`src/rtl/dir_reg_bank.sv`:
```
// Direction register bank.
// The bus write strobe comes from another clock domain, so it is synchronized
// and edge-detected. Each write is taken from the A/D/choose_dir_reg values
// sampled on the clock edge that sees the synchronized rising edge.
// All outputs come straight from flops.
module dir_reg_bank #(
    parameter int                N_REGS    = 4,
    parameter int                DATA_W    = 8,
    parameter int                ADDR_W    = 4,
    parameter logic [DATA_W-1:0] RESET_VAL = '0
) (
    input  logic                       clk,
    input  logic                       rst,
    input  logic [ADDR_W-1:0]          A,
    input  logic [DATA_W-1:0]          D,
    input  logic                       strob_in,
    input  logic                       choose_dir_reg,
    output logic [N_REGS-1:0]          strob_out_to_reg,
    output logic [N_REGS*DATA_W-1:0]   dir_q,
    output logic                       wr_ack,
    output logic                       addr_err
);

    // One extra address bit, so that N_REGS = 2**ADDR_W still fits in the compare constant.
    localparam logic [ADDR_W:0] N_REGS_A = (ADDR_W + 1)'(N_REGS);

    logic                     s1_q, s2_q, s3_q;
    logic                     rise;
    logic                     in_range;
    logic                     accept;
    logic                     reject;
    logic [N_REGS-1:0]        sel_d;
    logic [N_REGS-1:0]        strobe_q;
    logic                     ack_q;
    logic                     err_q;
    logic [N_REGS*DATA_W-1:0] regs_q;

    // Two-flop synchronizer for strob_in, plus a history flop for edge detection.
    always_ff @(posedge clk or posedge rst) begin
        if (rst) begin
            s1_q <= 1'b0;
            s2_q <= 1'b0;
            s3_q <= 1'b0;
        end else begin
            s1_q <= strob_in;
            s2_q <= s1_q;
            s3_q <= s2_q;
        end
    end

    // Qualify the edge and decode the target register.
    always_comb begin
        rise     = s2_q & ~s3_q;
        in_range = ({1'b0, A} < N_REGS_A);
        accept   = rise & choose_dir_reg & in_range;
        reject   = rise & choose_dir_reg & ~in_range;
        sel_d    = '0;
        for (int i = 0; i < N_REGS; i++) begin
            sel_d[i] = accept & (A == ADDR_W'(i));
        end
    end

    // Register the strobe, ack and error pulses together with the register update.
    always_ff @(posedge clk or posedge rst) begin
        if (rst) begin
            strobe_q <= '0;
            ack_q    <= 1'b0;
            err_q    <= 1'b0;
            regs_q   <= {N_REGS{RESET_VAL}};
        end else begin
            strobe_q <= sel_d;
            ack_q    <= accept;
            err_q    <= reject;
            for (int i = 0; i < N_REGS; i++) begin
                if (sel_d[i]) begin
                    regs_q[i*DATA_W +: DATA_W] <= D;
                end
            end
        end
    end

    assign strob_out_to_reg = strobe_q;
    assign wr_ack           = ack_q;
    assign addr_err         = err_q;
    assign dir_q            = regs_q;

endmodule

```
`config.mk`:
```
export PLATFORM = sky130hd
export DESIGN_NAME = dir_reg_bank
export DESIGN_NICKNAME = d
export VERILOG_FILES = /design/src/rtl/dir_reg_bank.sv
export SDC_FILE = /design/constraint.sdc
export NUM_CORES = 1
export LEC_CHECK = 0
export ABC_AREA = 0
export CAP_MARGIN = 30
export CELL_PAD_IN_SITES_DETAIL_PLACEMENT = 0
export CELL_PAD_IN_SITES_GLOBAL_PLACEMENT = 1
export CORE_AREA = 3 3 71 73
export CTS_BUF_LIST = sky130_fd_sc_hd__clkbuf_16
export DETAILED_ROUTE_END_ITERATION = 16
export DIE_AREA = 0 0 74 76
export PLACE_DENSITY_LB_ADDON = 0.1
export SYNTH_ARGS = -nofsm -noshare
export SYNTH_HDL_FRONTEND = slang
export SYNTH_SLANG_ARGS = --single-unit
```
`constraint.sdc`:
```
create_clock -name clk -period 2.2 [get_ports clk]
set_input_delay 0.44 -clock clk [delete_from_list [all_inputs] [get_ports clk]]
set_output_delay 0.44 -clock clk [all_outputs]
set_load 0.02 [all_outputs]
```
==> results.md, run 1 <==
- The floorplan die area is 5620 um2.
- The run finished with clean final reports.
- At the end of the flow, the number of nets in the layout was 169.
- The critical path goes through clkdlybuf4s50_1 -> nand3b_1 -> or4b_1 -> buf_4 -> mux2_4.
- The number of clock sinks seen by CTS is 41.
- After detailed routing, the wire length on met1 is 1270 um.
- The maximum operating frequency is 534 MHz.
- The cell row count is 24.
- The worst path meets setup with 0.327 ns of slack.
- The met3 layer wire length in the routed design is 209 um.
- The critical path is of the in2reg type.
- The synthesis-to-layout area growth is 51.2%.
- The first detailed-routing pass ran for 2 iterations.
- The first-pass GRT wire length is 5530 um.
- The synthesized netlist contains 14 unique library cells.
- The area of combinational cells with multiple inputs is 479 um2.
- The largest single stage delay on the critical path is 0.48 ns.
- The clock input transition at the sequential cells of the worst setup and hold paths is 0.06 ns.
- Registers take 1030 um2.
- A synthesized cell averages 17.3 um2.
- The cell taking the most area after synthesis is dfrtp_1.
- The yosys synthesis warning count is 0.
- The largest net degree at the start of global routing is 26.
- The remaining design rule violation count is 0.
- The flip-flop count of the largest register after layout is 32.
- The worst hold slack is 0.347 ns.
- The count of nets left with antenna violations once routing finished came out at 0.
- The number of cells in the finished layout apart from fillers is 206.
- The clock tree buffer depth is 2.
- Cells fill 52.7% of the core in the end.
- Summing all placed instances gives a cell area of 2160 um2.
- At the pin with the least slew margin, the transition time is 0.871 ns.
- The worst-case vdd ir drop is 0.000494 V.
- The total count of max-transition violations in the final report is 0.
- Buffers added to address setup during post-CTS repair amount to 0.
- The final count of negative-setup-slack endpoints is 0.
- CTS built an H-tree with a depth of 2.
- The detailed-placement wirelength estimate is 2340 um.
- The fraction of synthesized cell area taken by the top area cell type is 66.7%.
- Leaving out fill and tap cells, the most frequent cell in the layout is clkdlybuf4s50_1.
- In this run the worst path has a maximum fanout of 9.
- After routing the design area is 2330 um2.
- The final hold violation count is 0.
- In this run the count of I/O pins placed on the die edge is 54.
- The final critical path time including I/O delays and setup is 1.87 ns.
- The number of global-route vias before repair is 1,088.
- The total standard cell area after synthesis is 1540 um2.
- The detailed router placed 954 vias in this run.
- The filler cell count in the final layout is 357.
- The initial antenna violation count is 0.
- Data arrives at the worst endpoint at 2.03 ns.
- The largest individual stage delay along the critical path comes from the cell clkdlybuf4s50_1.
- After synthesis, the cell types taking the most area are dfrtp_1, mux2_2, mux2_4.
- The number of synthesized register bits is 41.
- The number of clock buffers added by TritonCTS is 5.
- Dividing the detail-routed via count by the number of cells gives 4.63.
- In the final routed layout, each cell accounts on average for 15.6 um.
- Summed over all failing endpoints, the final setup total negative slack is 0 ns.
- The tree is rooted in a clkbuf_16.
- The initial standard-cell utilization of the core is 34.9%.
- Measured against its own limit, the worst slew margin works out to 41.6%.
- The max capacitance violation total is 0.
- STA classifies the critical path endpoint as a register.
- Of the available clock period, the critical path in the final layout requires 85.1%.
- The number of antenna diodes in the final layout is 0.
- The floorplan core area is 4410 um2.
- The later pin in the worst-skew pair is clocked with a latency of 0.28 ns.
- The number of nets in the synthesized netlist is 105.
- The final estimated routing congestion in global placement is 0.681.
- Setup repair after global routing left no endpoint under its margin.
- The data required time at the worst endpoint is 2.36 ns.
- The top cell types in the final layout, fill and taps aside, are clkdlybuf4s50_1, dfrtp_1, mux2_2, mux2_4, buf_4.
- Measured along the x axis, the die boundary spans 74 um.
- After clock tree synthesis, the repair step resized 0 gates.
- Wires add up to 3220 um.
- The leakage power summed over all cells is 1.15 nW.
- The met2 wirelength from detailed routing is 1700 um.
- Synthesis produced a netlist whose cell count is 89.
- The worst setup path is launched from an input pin.
- The clock tree from TritonCTS is yes.
- At the placement stage, the worst setup path has a slack of 0.0312 ns.
- The share of the Yosys chip area taken by registers is 66.7%.
- From bottom edge to top edge, the die measures 76 um.
- The worst min-delay path category is reg2reg.
- Across every metal layer, demand over resource in global routing totals 13.2%.
- The total power draw is 2.07 mW.
- Across the routed clock network, the largest skew measured is 0.00618 ns.
- For this design the ratio of total power to cell area is 891 nW/um2.
- The violation count after the first detailed-routing iteration is 23.
- The global route total overflow is 0.
- The placed cell count is 198.
- Signal routing reaches up to met4.
- Hold repair after CTS inserted 0 buffers.
- For flop-to-flop paths, the worst setup slack is 0.54 ns.
- The fraction of layout cells with a size suffix above 1 is 31.2%.
- The number of port buffers is 53.
## worst max-delay path: cells and delay by family
kind	cells	cell delay, ns
mux	1	0.31
buf+inv	2	0.69
simple gates	2	0.60
## worst paths after layout
path                                     start   endpoint  depth (start not counted)
worst max-delay path            choose_dir_reg   dir_q[0]                          5
worst min-delay path                      s1_q       s2_q                          0
worst max register to register            s3_q   dir_q[0]                          4
worst min register to register            s1_q       s2_q                          0
max in group asynchronous                  rst  dir_q[21]                          3
min in group asynchronous                  rst  dir_q[18]                          2
## cells by family (layout without fill, tap and decap cells)
family | after synthesis | count (layout) | share of synthesized area [%]
DFF | 41 | 41 | 66.7
muxes | 32 | 32 | 25.4
and+or+nand+nor | 9 | 9 | 5.77
buffers and inverters | 7 | 72 | 2.19
## area by class of cell
type	count	area share [%]
flip-flops and latches	41	44.1
repair buffers	59	24.7
multi-input cells	41	20.6
clock buffers	5	5.38
well taps	52	2.80
clock inverters	3	1.61
inverters	5	0.806
## metal layers
layer | up-vias | track usage, %
met5 | - | 0
met2 | 32 | 20.7
met3 | 5 | 5.28
li1 | 439 | -
met4 | 0 | 5.98
met1 | 478 | 15.5
## report_power, final
group / switching, mW / internal, mW
Clock: 0.261 / 0.526
Combinational: 0.181 / 0.227
Sequential: 0.0435 / 0.836
## cell usage after synthesis
cell type	n
and3b_1	1
buf_6	1
clkbuf_1	1
dfrtp_1	41
inv_1	5
mux2_2	24
mux2_4	8
nand3b_1	1
nand4_2	1
nand4b_2	2
nor2_1	1
nor2_4	1
nor3_1	1
or4b_1	1
Note: power is estimated with default switching activity, not from simulation.
==> run 2: changes to the inputs <==
--- a/config.mk
+++ b/config.mk
@@ -9,10 +9,10 @@
 export CAP_MARGIN = 30
 export CELL_PAD_IN_SITES_DETAIL_PLACEMENT = 0
 export CELL_PAD_IN_SITES_GLOBAL_PLACEMENT = 1
-export CORE_AREA = 3 3 71 73
-export CTS_BUF_LIST = sky130_fd_sc_hd__clkbuf_16
+export CORE_AREA = 3 3 69 71
+export CTS_BUF_LIST = sky130_fd_sc_hd__clkbuf_8
 export DETAILED_ROUTE_END_ITERATION = 16
-export DIE_AREA = 0 0 74 76
+export DIE_AREA = 0 0 72 74
 export PLACE_DENSITY_LB_ADDON = 0.1
 export SYNTH_ARGS = -nofsm -noshare
 export SYNTH_HDL_FRONTEND = slang
==> run 2 against run 1 <==
- via count shrank 3.1%
- register-to-register slack lost 0.02 ns
- sequential power is essentially flat
- hold slack gained 0.0060 ns
- flip-flop and latch count is the same
- worst setup slack lost 0.00088 ns
- clock skew shrank 0.0041 ns
- cell count is the same
- utilization shrank 0.39 points
- sequential share of layout area grew 1.6 points
- first-iteration DRC count grew 61%
- largest cell class unchanged
==> results.md, run 2 (synthesis gave the netlist of run 1 again) <==
- Adding up every negative setup slack in the final design gives 0 ns.
- The total count of max-transition violations in the final report was 0.
- Cells with a size suffix above 1 make up 31.8% of the layout.
- The final estimated routing congestion in global placement is 0.638.
- The detailed-route via count is 924.
- The clock tree buffer depth is 2.
- The flip-flop count of the largest register after layout is 32.
- The tree is rooted in a clkbuf_8.
- The worst setup path is captured at a register.
- In the layout the commonest cells are clkdlybuf4s50_1, dfrtp_1, mux2_2, mux2_4.
- The die covers 5330 um2.
- The first global-routing pass estimated 5000 um of wire.
- Counting instances, the worst hold path has a depth of 0.
- The clock tree synthesis step divided the H-tree into 2 levels.
- The kind of start point of the critical path is an input pin.
- The cell row count is 24.
- During I/O placement, the number of pins put on the boundary was 54.
- The post-route cell area is 2250 um2.
- For the final database, setup skew stands at 0.00205 ns.
- The worst-margin pin slew is 0.402 ns.
- The instance area at placement is 2160 um2.
- Based on the critical path, the design can be clocked at up to 534 MHz.
- The number of buffers created by CTS is 5.
- The height of the chip is 74 um.
- After clock tree synthesis, the clock-pin slew on the worst setup and hold paths is 0.07 ns.
- Gates resized during post-CTS repair numbered 0.
- The number of clock sinks seen by CTS is 41.
- The setup path with the least slack is of type in2reg.
- In this run the post-CTS setup repair buffer count came out at 0.
- The number of global-route vias before repair is 995.
- The antenna diode count is 0.
- The initial standard-cell utilization of the core is 35.8%.
- In the global route stage, overall resource usage came out at 12.5%.
- The die is 72 um wide.
- Entering global routing, the biggest net connects 30 pins.
- The number of cells in the finished layout apart from fillers is 206.
- At the worst endpoint, the required time is 2.37 ns.
- Setup repair after global routing left no endpoint under its margin.
- The leakage power summed over all cells is 1.12 nW.
- Max-cap violations in this run came to 0.
- After detailed routing, the number of vias per cell comes to 4.49.
- The first-pass iteration count of the detailed router is 3.
- The initial antenna violation count was 0.
- The routed wirelength normalized by instance count is 15.0 um.
- The final critical-path share of the clock period is 85.2%.
- Counting tap cells, the placed design contains a total of 198 instances.
- The first routing iteration left 37 violations.
- Detailed placement ended at an HPWL of 2200 um.
- The startpoint of the lowest-slack register-to-register path is s3_q.
- The slack of the worst reg-to-reg path is 0.52 ns.
- The flow ran to the end, and the final reports show no timing, DRC or antenna violations.
- The worst slew margin relative to its limit is 73.1%.
- In the final design database the tool counted 169 nets.
- In this run the critical register-to-register path is captured at dir_q[1].
- The count of nets left with antenna violations once routing finished came out at 0.
- The final hold violation count is 0.
- The total overflow left after global routing is 0.
- The worst path in the final design needs a cycle of 1.87 ns, including I/O delays and setup.
- The synthesis-to-layout area growth is 46.0%.
- Setup violations remaining at the end of the flow were counted as 0.
- The critical hold path startpoint is s1_q.
- Hold repair after CTS inserted 0 buffers.
- The path with the worst hold slack has its endpoint at s2_q.
- The clock tree from TritonCTS is yes.
- The min-delay analysis places its worst path in the category reg2reg.
- The wire length reported by the detailed router is 3080 um.
- The total area inside the core boundary comes to 4290 um2.
- The count of buffers added on input and output ports is 53.
- The worst-case vdd ir drop is 0.000346 V.
- The remaining design rule violation count is 0.
- Leaving out fill and tap cells, the most frequent cell in the layout is clkdlybuf4s50_1.
- Data arrives at the worst endpoint at 2.04 ns.
- The number of cells on the worst reg-to-reg path is 4.
- The worst-skew pair later-pin latency is 0.28 ns.
- Power spread over the standard cell area amounts to 775 nW/um2.
- The peak fanout along the critical path is 9.
[run 2: cell types whose count changed in the layout (fill, tap and decap cells not counted), sizes merged]
cell / before / now
bufinv: 1 / 0
inv: 5 / 6
[run 2: cell type report]
class                   instances  area (um2)
inverters                       5        18.8
clock buffers                   5        68.8
multi-input cells              41         479
repair buffers                 59         576
flip-flops and latches         41        1030
clock inverters                 3        13.8
fillers                       370        2050
well taps                      52        65.1
[run 2: critical path, stage by stage]
cell             delay [ns]
clkdlybuf4s50_1        0.47
nand3b_1               0.12
or4b_1                 0.49
buf_4                  0.21
mux2_4                 0.30
[run 2: stage by stage]
step	utilization, %	setup slack [ns]	hold WS, ns	total power [mW]
after detailed placement	50.4	0.0211	0.336	1.30
after floorplan	-	0.588	0.331	1.08
final	52.3	0.326	0.353	1.74
after CTS	52.3	0.327	0.358	1.77
after global routing	52.3	0.295	0.376	1.83
after global placement	50.4	0.0631	0.334	1.30
[run 2: layer usage]
metal | vias up | global-route usage [%] | wire length, um
li1 | 433 | - | -
met1 | 460 | 16.8 | 1410
met2 | 29 | 20.0 | 1500
met3 | 2 | 3.11 | 160
met4 | 0 | 4.38 | 18
met5 | - | 0 | 0
[run 2: how the worst max path moves through the flow]
stage,start,to,slack (ns),depth (start not counted)
6_report,choose_dir_reg,dir_q[1],0.33,5
5_1_grt,choose_dir_reg,dir_q[1],0.30,5
4_1_cts,choose_dir_reg,dir_q[1],0.33,5
3_5_place_dp,choose_dir_reg,dir_q[6],0.02,5
3_3_place_gp,choose_dir_reg,dir_q[1],0.06,5
2_1_floorplan,A[3],dir_q[0],0.59,4
[run 2: where the power goes]
group          leakage (nW)  total [mW]  switching [mW]  internal [mW]
logic                 0.530       0.407           0.180          0.227
clock network        0.0491       0.458           0.243          0.215
registers             0.544       0.876          0.0423          0.834
total                  1.12        1.74           0.465           1.28
==> run 3: changes to the inputs <==
--- a/config.mk
+++ b/config.mk
@@ -13,7 +13,7 @@
 export CTS_BUF_LIST = sky130_fd_sc_hd__clkbuf_8
 export DETAILED_ROUTE_END_ITERATION = 16
 export DIE_AREA = 0 0 72 74
-export PLACE_DENSITY_LB_ADDON = 0.1
+export PLACE_DENSITY = 0.8
 export SYNTH_ARGS = -nofsm -noshare
 export SYNTH_HDL_FRONTEND = slang
 export SYNTH_SLANG_ARGS = --single-unit
==> run 3 against run 2 <==
- design area fell by 0.50%
- utilization fell by 0.26 points
- clock skew rose by 0.0024 ns
- worst setup slack improved by 0.0071 ns
- first-iteration DRC count rose by 51%
- flip-flop and latch count did not move
- sequential power barely moved
- sequential share of layout area rose by 0.23 points
- register-to-register slack got worse by 0.02 ns
- global-route usage rose by 1.3 points
- hold slack barely moved
- highest routed layer unchanged
==> results.md, run 3 (synthesis gave the netlist of run 1 again) <==
- The final design utilization is 52.1%.
- On the worst path, the slowest cell contributes a delay of 0.48 ns.
- The number of buffers created by CTS is 5.
- The flow ran to the end, and the final reports show no timing, DRC or antenna violations.
- The worst min-delay path category is reg2reg.
- The total stage count of the critical path is 5.
- Setup repair after global routing left no endpoint under its margin.
- The post-route netlist has 31.6% of its cells at a drive strength greater than 1.
- The setup clock skew after layout is 0.00444 ns.
- For this run, the post-layout net count is 167.
- In this run the remaining antenna-violating nets after routing total 0.
- The synthesis-to-layout area growth is 45.3%.
- The clock tree buffer depth is 2.
- Max-cap violations in this run came to 0.
- Global routing used 13.8% of the available tracks.
- After detailed routing, the number of vias per cell comes to 4.74.
- The die width is 72 um.
- After legalization and detailed placement, the total HPWL measured 2440 um.
- The initial antenna violation count is 0.
- The family of cells with the greatest summed delay on the critical path is buffers and inverters.
- IR analysis of the VDD net gives a maximum drop of 0.000452 V.
- The final estimated routing congestion in global placement is 0.712.
- The height of the chip is 74 um.
- The number of global-route vias before repair is 1,020.
- For this configuration, the core starts out at a cell density of 35.8%.
- The number of setup buffers added after CTS is 0.
- The worst-margin pin slew is 0.504 ns.
- The total count of max-transition violations in the final report was 0.
- The final count of negative-setup-slack endpoints is 0.
- The worst hold path was traced through 0 stages.
- The register with the most flip-flops in the layout has 32 of them.
- The maximum operating frequency is 536 MHz.
- The worst path uses 84.8% of the clock period.
- The placed cell count is 196.
- The worst setup path is of the in2reg kind.
- The final hold violation count is 0.
- Leaving out fill and tap cells, the most frequent cells in the layout are clkdlybuf4s50_1, dfrtp_1, mux2_2, mux2_4.
- The quantity of gates resized following cts is 0.
- Counting every sink on the clock net gives 41.
- The filler cell count in the final layout is 388.
- The worst-skew pair later-pin latency is 0.29 ns.
- The number of antenna diodes in the final layout is 0.
- The critical path arrival is 2.04 ns.
- After layout, the minimum clock period comes to 1.87 ns.
- The first-pass GRT wire length is 5400 um.
- The number of levels in the clock H-tree is 2.
- In the final routed layout, each cell accounts on average for 16.2 um.
- The first-pass iteration count of the detailed router is 2.
- In this run, post-CTS hold repair placed 0 buffers.
- The floorplan step defined a core boundary enclosing 4290 um2.
- Clock-pin slew was measured on the worst setup and hold paths at 0.08 ns.
- The worst path meets setup with 0.333 ns of slack.
- The data required time at the worst endpoint is 2.38 ns.
- Once layout is complete, the cells apart from fillers number 204.
- The worst slew margin relative to its limit is 66.4%.
- Of all nets on the critical path, the largest fanout is 9.
- The violation count after the first detailed-routing iteration is 56.
- The remaining design rule violation count is 0.
- The post-route cell area is 2240 um2.
- The pre-CTS setup slack is 0.0180 ns.
- The power per cell area is 785 nW/um2.
- The routed design has 3300 um of wire.
- The floorplan has 24 rows.
- The kind of start point of the critical path is an input pin.
- Summing all placed instances gives a cell area of 2150 um2.
- The largest net degree at the start of global routing is 42.
- For this design the top-level I/O count stands at 54.
- The die covers 5330 um2.
- The slowest cell on the critical path is clkdlybuf4s50_1.
- Global routing finished with a remaining overflow of 0.
- The summed negative setup slack over all endpoints is 0 ns.
- TritonCTS built the clock tree.
- The library cell used most frequently in the layout, excluding fill and tap cells, is clkdlybuf4s50_1.
- Counting both buffers and inverters, the worst setup path holds a total of 2.
- STA classifies the critical path endpoint as a register.
- Port buffering added 53 buffers.
- The tree is rooted in a clkbuf_8.
- Walking the worst path, the cells encountered are clkdlybuf4s50_1 -> nand3b_1 -> or4b_1 -> buf_4 -> mux2_4.
- The detailed-route via count is 967.
- The worst register-to-register path has a depth of 4.
- The leakage power summed over all cells is 1.11 nW.
## run 3: final timing paths
check / start / to / slack, ns
setup / recovery: choose_dir_reg / dir_q[3] / 0.33
hold / removal: s1_q / s2_q / 0.35
setup reg to reg: s3_q / dir_q[3] / 0.50
hold reg to reg: s1_q / s2_q / 0.35
max in group asynchronous: rst / dir_q[23] / 1.28
min in group asynchronous: rst / s2_q / 0.57
## run 3: layout make-up
cell class                 instances  area (um2)  share of cell area (%)
sequential                        41        1030                    45.9
clock buffer                       5        68.8                    3.08
tap                               52        65.1                    2.91
timing repair buffer              57         561                    25.1
multi-input combinational         41         479                    21.4
inverter                           5        18.8                   0.839
clock inverter                     3        17.5                   0.783
## run 3: routing by layer
metal,part of all wire (%),vias to the layer above,global-route usage [%],routed length [um]
met4,2.0,0,6.26,66
met1,42,491,16.0,1370
met2,50,39,23.9,1650
met5,0,-,0,0
met3,6.4,5,4.05,212
li1,-,432,-,-
## run 3: where the power goes
| group | total (mW) | switching (mW) | internal [mW] | leakage [nW] |
|---|---|---|---|---|
| sequential | 0.879 | 0.0456 | 0.834 | 0.544 |
| combinational | 0.406 | 0.181 | 0.225 | 0.521 |
| clock | 0.471 | 0.252 | 0.219 | 0.0439 |
| total | 1.76 | 0.479 | 1.28 | 1.11 |
## run 3: worst reg2reg max path: stages, from the launching register on
cell,delay (ns)
dfrtp_1,0.39
nand3b_1,0.20
or4b_1,0.48
buf_4,0.21
mux2_4,0.31
## run 3: per-stage QoR
step | hold WS [ns] | power [mW]
after floorplan | 0.331 | 1.08
after global placement | 0.334 | 1.29
after detailed placement | 0.340 | 1.31
after CTS | 0.357 | 1.78
after global routing | 0.371 | 1.83
final | 0.353 | 1.76
